===== config.mk =====
export PLATFORM = sky130hd
export DESIGN_NAME = hazard_ctrl_unit_flat
export DESIGN_NICKNAME = d
export VERILOG_FILES = /design/src/rtl/hazard_pkg.sv /design/src/rtl/hazard_ctrl_unit_if.sv /design/src/rtl/hazard_detect.sv /design/src/rtl/hazard_ctrl_unit.sv /design/src/flat_wrapper.sv
export SDC_FILE = /design/constraint.sdc
export NUM_CORES = 1
export LEC_CHECK = 0
export ABC_CLOCK_PERIOD_IN_PS = 1840
export CORE_UTILIZATION = 28
export CTS_CLUSTER_DIAMETER = 150
export DETAILED_ROUTE_END_ITERATION = 8
export PLACE_DENSITY = 0.89
export REMOVE_ABC_BUFFERS = 1
export SETUP_SLACK_MARGIN = 0.3
export SLEW_MARGIN = 20
export SYNTH_ARGS = -nofsm -noshare
export SYNTH_HDL_FRONTEND = slang
export SYNTH_SLANG_ARGS = --single-unit

===== constraint.sdc =====
create_clock -name Clk -period 1.84 [get_ports Clk]
set_input_delay 0.276 -clock Clk [delete_from_list [all_inputs] [get_ports Clk]]
set_output_delay 0.276 -clock Clk [all_outputs]
set_load 0.005 [all_outputs]

===== src/rtl/hazard_pkg.sv =====
// Shared types and constants for the pipeline hazard controller.
package hazard_pkg;

  localparam int unsigned CTRL_W = 16;
  localparam int unsigned REG_W  = 5;

  localparam logic [1:0] LOAD_USE_STALL = 2'd1;
  localparam logic [1:0] ALU_BR_STALL   = 2'd1;
  localparam logic [1:0] LOAD_BR_STALL  = 2'd2;

  typedef enum logic {
    RUN   = 1'b0,
    STALL = 1'b1
  } hz_state_e;

  // Register $0 is hardwired to zero and never produces a dependency.
  function automatic logic reg_match(input logic [REG_W-1:0] r,
                                     input logic [REG_W-1:0] dest);
    return (r != '0) && (r == dest);
  endfunction

endpackage


===== src/rtl/hazard_ctrl_unit_if.sv =====
// ID/EX-side signal bundle between the pipeline datapath and the hazard controller.
interface hazard_ctrl_unit_if #(
  parameter int unsigned CTRL_W = 16,
  parameter int unsigned CNT_W  = 16
);
  logic [4:0]        IDRsReg;
  logic [4:0]        IDRtReg;
  logic              IDUsesRt;
  logic              IDBranch;
  logic              IDBranchTaken;
  logic              IDJump;
  logic [CTRL_W-1:0] ControlSigIn;
  logic              EXMemRead;
  logic              EXRegWrite;
  logic [4:0]        EXDestReg;
  logic [CTRL_W-1:0] ControlSigOut;
  logic              PCWrite;
  logic              IFIDWrite;
  logic              IFIDFlush;
  logic              Stalling;
  logic [CNT_W-1:0]  StallCount;
  logic [CNT_W-1:0]  FlushCount;

  // Datapath side: presents ID/EX fields, consumes pipeline enables.
  modport master (
    output IDRsReg, IDRtReg, IDUsesRt, IDBranch, IDBranchTaken, IDJump,
           ControlSigIn, EXMemRead, EXRegWrite, EXDestReg,
    input  ControlSigOut, PCWrite, IFIDWrite, IFIDFlush, Stalling,
           StallCount, FlushCount
  );

  // Hazard controller side.
  modport slave (
    input  IDRsReg, IDRtReg, IDUsesRt, IDBranch, IDBranchTaken, IDJump,
           ControlSigIn, EXMemRead, EXRegWrite, EXDestReg,
    output ControlSigOut, PCWrite, IFIDWrite, IFIDFlush, Stalling,
           StallCount, FlushCount
  );
endinterface


===== src/rtl/hazard_detect.sv =====
// Combinational hazard classification: number of bubbles the ID instruction needs.
module hazard_detect
  import hazard_pkg::*;
(
  input  logic [REG_W-1:0] i_rs,
  input  logic [REG_W-1:0] i_rt,
  input  logic             i_uses_rt,
  input  logic             i_branch,
  input  logic             i_ex_mem_read,
  input  logic             i_ex_reg_write,
  input  logic [REG_W-1:0] i_ex_dest,
  output logic [1:0]       o_need
);

  logic w_rs_hit;
  logic w_rt_hit;

  assign w_rs_hit = reg_match(i_rs, i_ex_dest);
  assign w_rt_hit = reg_match(i_rt, i_ex_dest);

  // Branches compare both operands in ID, so they see rt regardless of IDUsesRt.
  always_comb begin
    o_need = '0;
    if (i_branch && i_ex_mem_read && (w_rs_hit || w_rt_hit))
      o_need = LOAD_BR_STALL;
    else if (i_ex_mem_read && (w_rs_hit || (i_uses_rt && w_rt_hit)))
      o_need = LOAD_USE_STALL;
    else if (i_branch && i_ex_reg_write && (w_rs_hit || w_rt_hit))
      o_need = ALU_BR_STALL;
  end

endmodule


===== src/rtl/hazard_ctrl_unit.sv =====
// Pipeline hazard controller: stalls PC/IF-ID, bubbles ID/EX, flushes IF/ID.
// Optional performance counters are built when HAZARD_PERF_CNT_EN is defined.
module hazard_ctrl_unit
  import hazard_pkg::*;
#(
  parameter int unsigned CTRL_W = hazard_pkg::CTRL_W,
  parameter int unsigned CNT_W  = 16
) (
  input logic               Clk,
  input logic               Reset,
  hazard_ctrl_unit_if.slave bus
);

  hz_state_e   r_state, w_state_nxt;
  logic [1:0]  r_stall_left, w_stall_left_nxt;
  logic [1:0]  w_need;
  logic        w_stalling;
  logic        w_flush;

  hazard_detect u_detect (
    .i_rs           (bus.IDRsReg),
    .i_rt           (bus.IDRtReg),
    .i_uses_rt      (bus.IDUsesRt),
    .i_branch       (bus.IDBranch),
    .i_ex_mem_read  (bus.EXMemRead),
    .i_ex_reg_write (bus.EXRegWrite),
    .i_ex_dest      (bus.EXDestReg),
    .o_need         (w_need)
  );

  // State register and remaining-stall counter.
  always_ff @(posedge Clk) begin
    if (Reset) begin
      r_state      <= RUN;
      r_stall_left <= '0;
    end else begin
      r_state      <= w_state_nxt;
      r_stall_left <= w_stall_left_nxt;
    end
  end

  // Next state: multi-cycle stalls park in STALL while EX holds the bubble.
  always_comb begin
    w_state_nxt      = r_state;
    w_stall_left_nxt = r_stall_left;
    case (r_state)
      RUN: begin
        if (w_need > 2'd1) begin
          w_state_nxt      = STALL;
          w_stall_left_nxt = w_need - 2'd1;
        end
      end
      STALL: begin
        if (r_stall_left <= 2'd1) begin
          w_state_nxt      = RUN;
          w_stall_left_nxt = '0;
        end else begin
          w_stall_left_nxt = r_stall_left - 2'd1;
        end
      end
      default: begin
        w_state_nxt      = RUN;
        w_stall_left_nxt = '0;
      end
    endcase
  end

  // Outputs: reset over stall over flush; branch outcome acted on only on release.
  always_comb begin
    w_stalling        = 1'b0;
    w_flush           = bus.IDJump || (bus.IDBranch && bus.IDBranchTaken);
    bus.PCWrite       = 1'b1;
    bus.IFIDWrite     = 1'b1;
    bus.ControlSigOut = bus.ControlSigIn;
    if (Reset) begin
      w_flush           = 1'b1;
      bus.PCWrite       = 1'b0;
      bus.IFIDWrite     = 1'b0;
      bus.ControlSigOut = '0;
    end else if (r_state == STALL || w_need != 2'd0) begin
      w_stalling        = 1'b1;
      w_flush           = 1'b0;
      bus.PCWrite       = 1'b0;
      bus.IFIDWrite     = 1'b0;
      bus.ControlSigOut = '0;
    end
  end

  assign bus.Stalling  = w_stalling;
  assign bus.IFIDFlush = w_flush;

`ifdef HAZARD_PERF_CNT_EN
  logic [CNT_W-1:0] r_stall_cnt;
  logic [CNT_W-1:0] r_flush_cnt;

  // Saturating stall/flush event counters.
  always_ff @(posedge Clk) begin
    if (Reset) begin
      r_stall_cnt <= '0;
      r_flush_cnt <= '0;
    end else begin
      if (w_stalling && r_stall_cnt != '1) r_stall_cnt <= r_stall_cnt + 1'b1;
      if (w_flush && r_flush_cnt != '1)    r_flush_cnt <= r_flush_cnt + 1'b1;
    end
  end

  assign bus.StallCount = r_stall_cnt;
  assign bus.FlushCount = r_flush_cnt;
`else
  assign bus.StallCount = '0;
  assign bus.FlushCount = '0;
`endif

endmodule


===== src/flat_wrapper.sv =====
// flat-port wrapper written by rule: the top's interface ports become plain ports
module hazard_ctrl_unit_flat import hazard_pkg::*;
#(
  parameter int unsigned CTRL_W = hazard_pkg::CTRL_W,
  parameter int unsigned CNT_W  = 16
)
  (Clk, Reset, bus_IDRsReg, bus_IDRtReg, bus_IDUsesRt, bus_IDBranch, bus_IDBranchTaken, bus_IDJump, bus_ControlSigIn, bus_EXMemRead, bus_EXRegWrite, bus_EXDestReg, bus_ControlSigOut, bus_PCWrite, bus_IFIDWrite, bus_IFIDFlush, bus_Stalling, bus_StallCount, bus_FlushCount);
  hazard_ctrl_unit_if #(.CTRL_W(CTRL_W), .CNT_W(CNT_W)) bus_i ();
  input logic Clk;
  input logic Reset;
  input wire logic [$bits(bus_i.IDRsReg)-1:0] bus_IDRsReg;
  input wire logic [$bits(bus_i.IDRtReg)-1:0] bus_IDRtReg;
  input wire logic [$bits(bus_i.IDUsesRt)-1:0] bus_IDUsesRt;
  input wire logic [$bits(bus_i.IDBranch)-1:0] bus_IDBranch;
  input wire logic [$bits(bus_i.IDBranchTaken)-1:0] bus_IDBranchTaken;
  input wire logic [$bits(bus_i.IDJump)-1:0] bus_IDJump;
  input wire logic [$bits(bus_i.ControlSigIn)-1:0] bus_ControlSigIn;
  input wire logic [$bits(bus_i.EXMemRead)-1:0] bus_EXMemRead;
  input wire logic [$bits(bus_i.EXRegWrite)-1:0] bus_EXRegWrite;
  input wire logic [$bits(bus_i.EXDestReg)-1:0] bus_EXDestReg;
  output wire logic [$bits(bus_i.ControlSigOut)-1:0] bus_ControlSigOut;
  output wire logic [$bits(bus_i.PCWrite)-1:0] bus_PCWrite;
  output wire logic [$bits(bus_i.IFIDWrite)-1:0] bus_IFIDWrite;
  output wire logic [$bits(bus_i.IFIDFlush)-1:0] bus_IFIDFlush;
  output wire logic [$bits(bus_i.Stalling)-1:0] bus_Stalling;
  output wire logic [$bits(bus_i.StallCount)-1:0] bus_StallCount;
  output wire logic [$bits(bus_i.FlushCount)-1:0] bus_FlushCount;
  assign bus_i.IDRsReg = bus_IDRsReg;
  assign bus_i.IDRtReg = bus_IDRtReg;
  assign bus_i.IDUsesRt = bus_IDUsesRt;
  assign bus_i.IDBranch = bus_IDBranch;
  assign bus_i.IDBranchTaken = bus_IDBranchTaken;
  assign bus_i.IDJump = bus_IDJump;
  assign bus_i.ControlSigIn = bus_ControlSigIn;
  assign bus_i.EXMemRead = bus_EXMemRead;
  assign bus_i.EXRegWrite = bus_EXRegWrite;
  assign bus_i.EXDestReg = bus_EXDestReg;
  assign bus_ControlSigOut = bus_i.ControlSigOut;
  assign bus_PCWrite = bus_i.PCWrite;
  assign bus_IFIDWrite = bus_i.IFIDWrite;
  assign bus_IFIDFlush = bus_i.IFIDFlush;
  assign bus_Stalling = bus_i.Stalling;
  assign bus_StallCount = bus_i.StallCount;
  assign bus_FlushCount = bus_i.FlushCount;
  hazard_ctrl_unit #(.CTRL_W(CTRL_W), .CNT_W(CNT_W)) u_core (.Clk(Clk), .Reset(Reset), .bus(bus_i));
endmodule

==> results.cfg <==
[global_routing]
track_usage_pct = 19.3
grtUsageMet3_pct = 3.00
grt_pass1_vias = 972
met1_usage_pct = 20.9
grt_pass1_wl_um = 4710
grt-busiest-layer = met2
grt_util_met2_pct = 36.8
antenna_found_initial = 0
grt_max_degree = 19
overflow = 0

[flow_run]
maxCapViolCount = 0

[layout]
syn_to_final_growth_pct = 129
fin_area_um2 = 1900
stdcell_count = 218
drive_above_1_share_pct = 58.3
antenna_cells = 0
layout_commonest_cell = conb_1
nets = 227
post-route-util_pct = 68.4
mostFrequentLayoutCells = 32 x conb_1, 24 x buf_2, 19 x clkdlybuf4s50_1

[critical_path]
max_stage_delay_ns = 0.53
cp.required_ns = 1.56
cp_cell_sequence = buf_6 > or4_4 > a21oi_4 > nor3_4 > buf_6 > buf_8 > nor4b_2 > buf_2
r2r_start = u_core.r_state
startpoint = bus_IDRsReg[3]
slowest_stage = or4_4
cp_max_fo = 5
r2r_cells = 3
crit_cells = 8
crit_top_cell = buf_6
setup.worst_path.end_class = output pin
crit_buf_inv = 4
critPathTopFamily = simple AND/OR/NAND/NOR gates
cp-start-kind = primary input
path_class = in2out
cp.arrival_ns = 1.90

[sta]
finClkSkew_ns = 0.00135
fin_ws_ns = -0.338
hold_slack_ns = 0.488
tns_ns = -4.54
fmax_mhz = 459
rsz0062_at_grt = true
setup_viol = 20
min_period_ns = 2.18
timing.final.crit_share_pct = 118
finalHoldViolCount = 0
maxSlewViolCount = 0

[clocking]
ctsHoldBuffers = 0
clkSlewWorstSetupHoldPaths_ns = 0.04
clk_path_buf_depth = 2
cts_made_buffers = 3
cts_tree = built
numClockSinks = 3
worstSkewPairLatency_ns = 0.24
cts_root_buffer = clkbuf_4
cts.htree.levels = 1

[drt]
firstDrtPassIters = 5
ant_nets = 0
drt_iter0_markers = 18
drc_errors = 0
post_drt_wl_per_cell_um = 15.8
drt_wl_total_um = 3450
routed_via_density = 4.60
vias = 1003

[synthesis]
synth_edf_count = 0
avgSynthCellArea_um2 = 8.65
synth_warnings = 0
synthDistinctLibCells = 33
synth-async-reset-ratio_pct = 0
synth_ff_type = dfxtp_1
synth_cells = 96
netlist_area_um2 = 831
ys_seq_area_share_pct = 7.23
ys_ff_latch = 3

[placement]
placed_cells = 194
hpwlAfterDp_um = 1800
placed_area_um2 = 1430
port-buffer-count = 58
dp_slack_ns = -1.22
gp_congestion = 0.753

[status]
status = finished with violations
failed_checks = setup timing

[die]
core_um2 = 2780
die_w_um = 56.5
rows = 19
die_y_um = 56.5
num_io_pins = 91
initial_core_util_pct = 29.9
die_area_um2 = 3190

[pwr]
peakVddDrop_v = 0.000247
leakagePower_nw = 0.895
power_mw = 0.542
powerDensity_nw_per_um2 = 285

[hold_path]
min_from = u_core.r_stall_left[1]
holdPathStages = 2
hp-class = reg2reg
## where the power goes
| part | internal (mW) | switching [mW] | leakage [nW] | total (mW) |
|---|---|---|---|---|
| Clock | 0.0814 | 0.0368 | 0.0150 | 0.118 |
| Combinational | 0.210 | 0.148 | 0.855 | 0.358 |
| Sequential | 0.0660 | 0.000382 | 0.0242 | 0.0664 |
| Total | 0.357 | 0.185 | 0.895 | 0.542 |
## sequential cells by signal, summed over array words and instances, names as in the netlist
signal               cells
u_core.r_state           1
u_core.r_stall_left      2
## routing by layer
layer | vias to the layer above | part of all wire, %
met3 | 11 | 7.5
met2 | 69 | 54
met4 | 0 | 2.6
li1 | 458 | -
met5 | - | 0
met1 | 465 | 36
## synth_stat cells, drive strengths merged, types with 2 or more instances
| cell type | count | share of area, % |
|---|---|---|
| xnor2 | 4 | 4.2 |
| o22ai | 2 | 1.5 |
| nor2 | 3 | 1.4 |
| nor3 | 2 | 1.8 |
| dfxtp | 3 | 7.2 |
| buf | 36 | 33 |
| xor2 | 4 | 4.2 |
| clkbuf | 2 | 0.90 |
| nand2 | 3 | 1.4 |
| a21oi | 3 | 3.2 |
| nor4 | 2 | 1.5 |
| nor4b | 16 | 24 |
## worst paths after layout
path                            slack [ns]                     end
worst min-delay path                  0.49          u_core.r_state
worst max-delay path                 -0.34    bus_ControlSigOut[5]
worst max register to register        0.72  u_core.r_stall_left[0]
worst min register to register        0.49          u_core.r_state
## timing repair
action | CTS | global route
pin swaps | 20 | 12
gates cloned | 1 | 0
setup endpoints to repair | 23 | 20
resized for setup | 169 | 36
hold endpoints to repair | 0 | 0
setup buffers | 15 | 4
## final cells by class
| type | instances | area [um2] |
|---|---|---|
| Multi-Input combinational cell | 85 | 901 |
| Tap cell | 31 | 38.8 |
| Timing Repair Buffer | 94 | 873 |
| Clock buffer | 4 | 26.3 |
| Fill cell | 192 | 878 |
| Sequential cell | 3 | 60.1 |
| Inverter | 1 | 3.75 |
## worst register-to-register path: cells and delay by family, from the launching register on
kind	cells	cell delay (ns)
AND/OR/NAND/NOR	1	0.40
AO/OA/AOI/OAI	1	0.17
buffers and inverters	1	0.15
flip-flops	1	0.32
## kinds of logic (layout without fill, tap and decap cells)
family | after synthesis | after routing | share of synthesized area [%]
xor gates and xnor gates | 8 | 8 | 8.43
and+or+nand+nor | 33 | 33 | 35.8
AOI/OAI and AO/OA | 11 | 11 | 11.9
muxes | 1 | 1 | 1.36
DFF | 3 | 3 | 7.23
other | 1 | 32 | 0.451
buffers and inverters | 39 | 99 | 34.8
No activity file was read; power rests on OpenSTA's default activity.
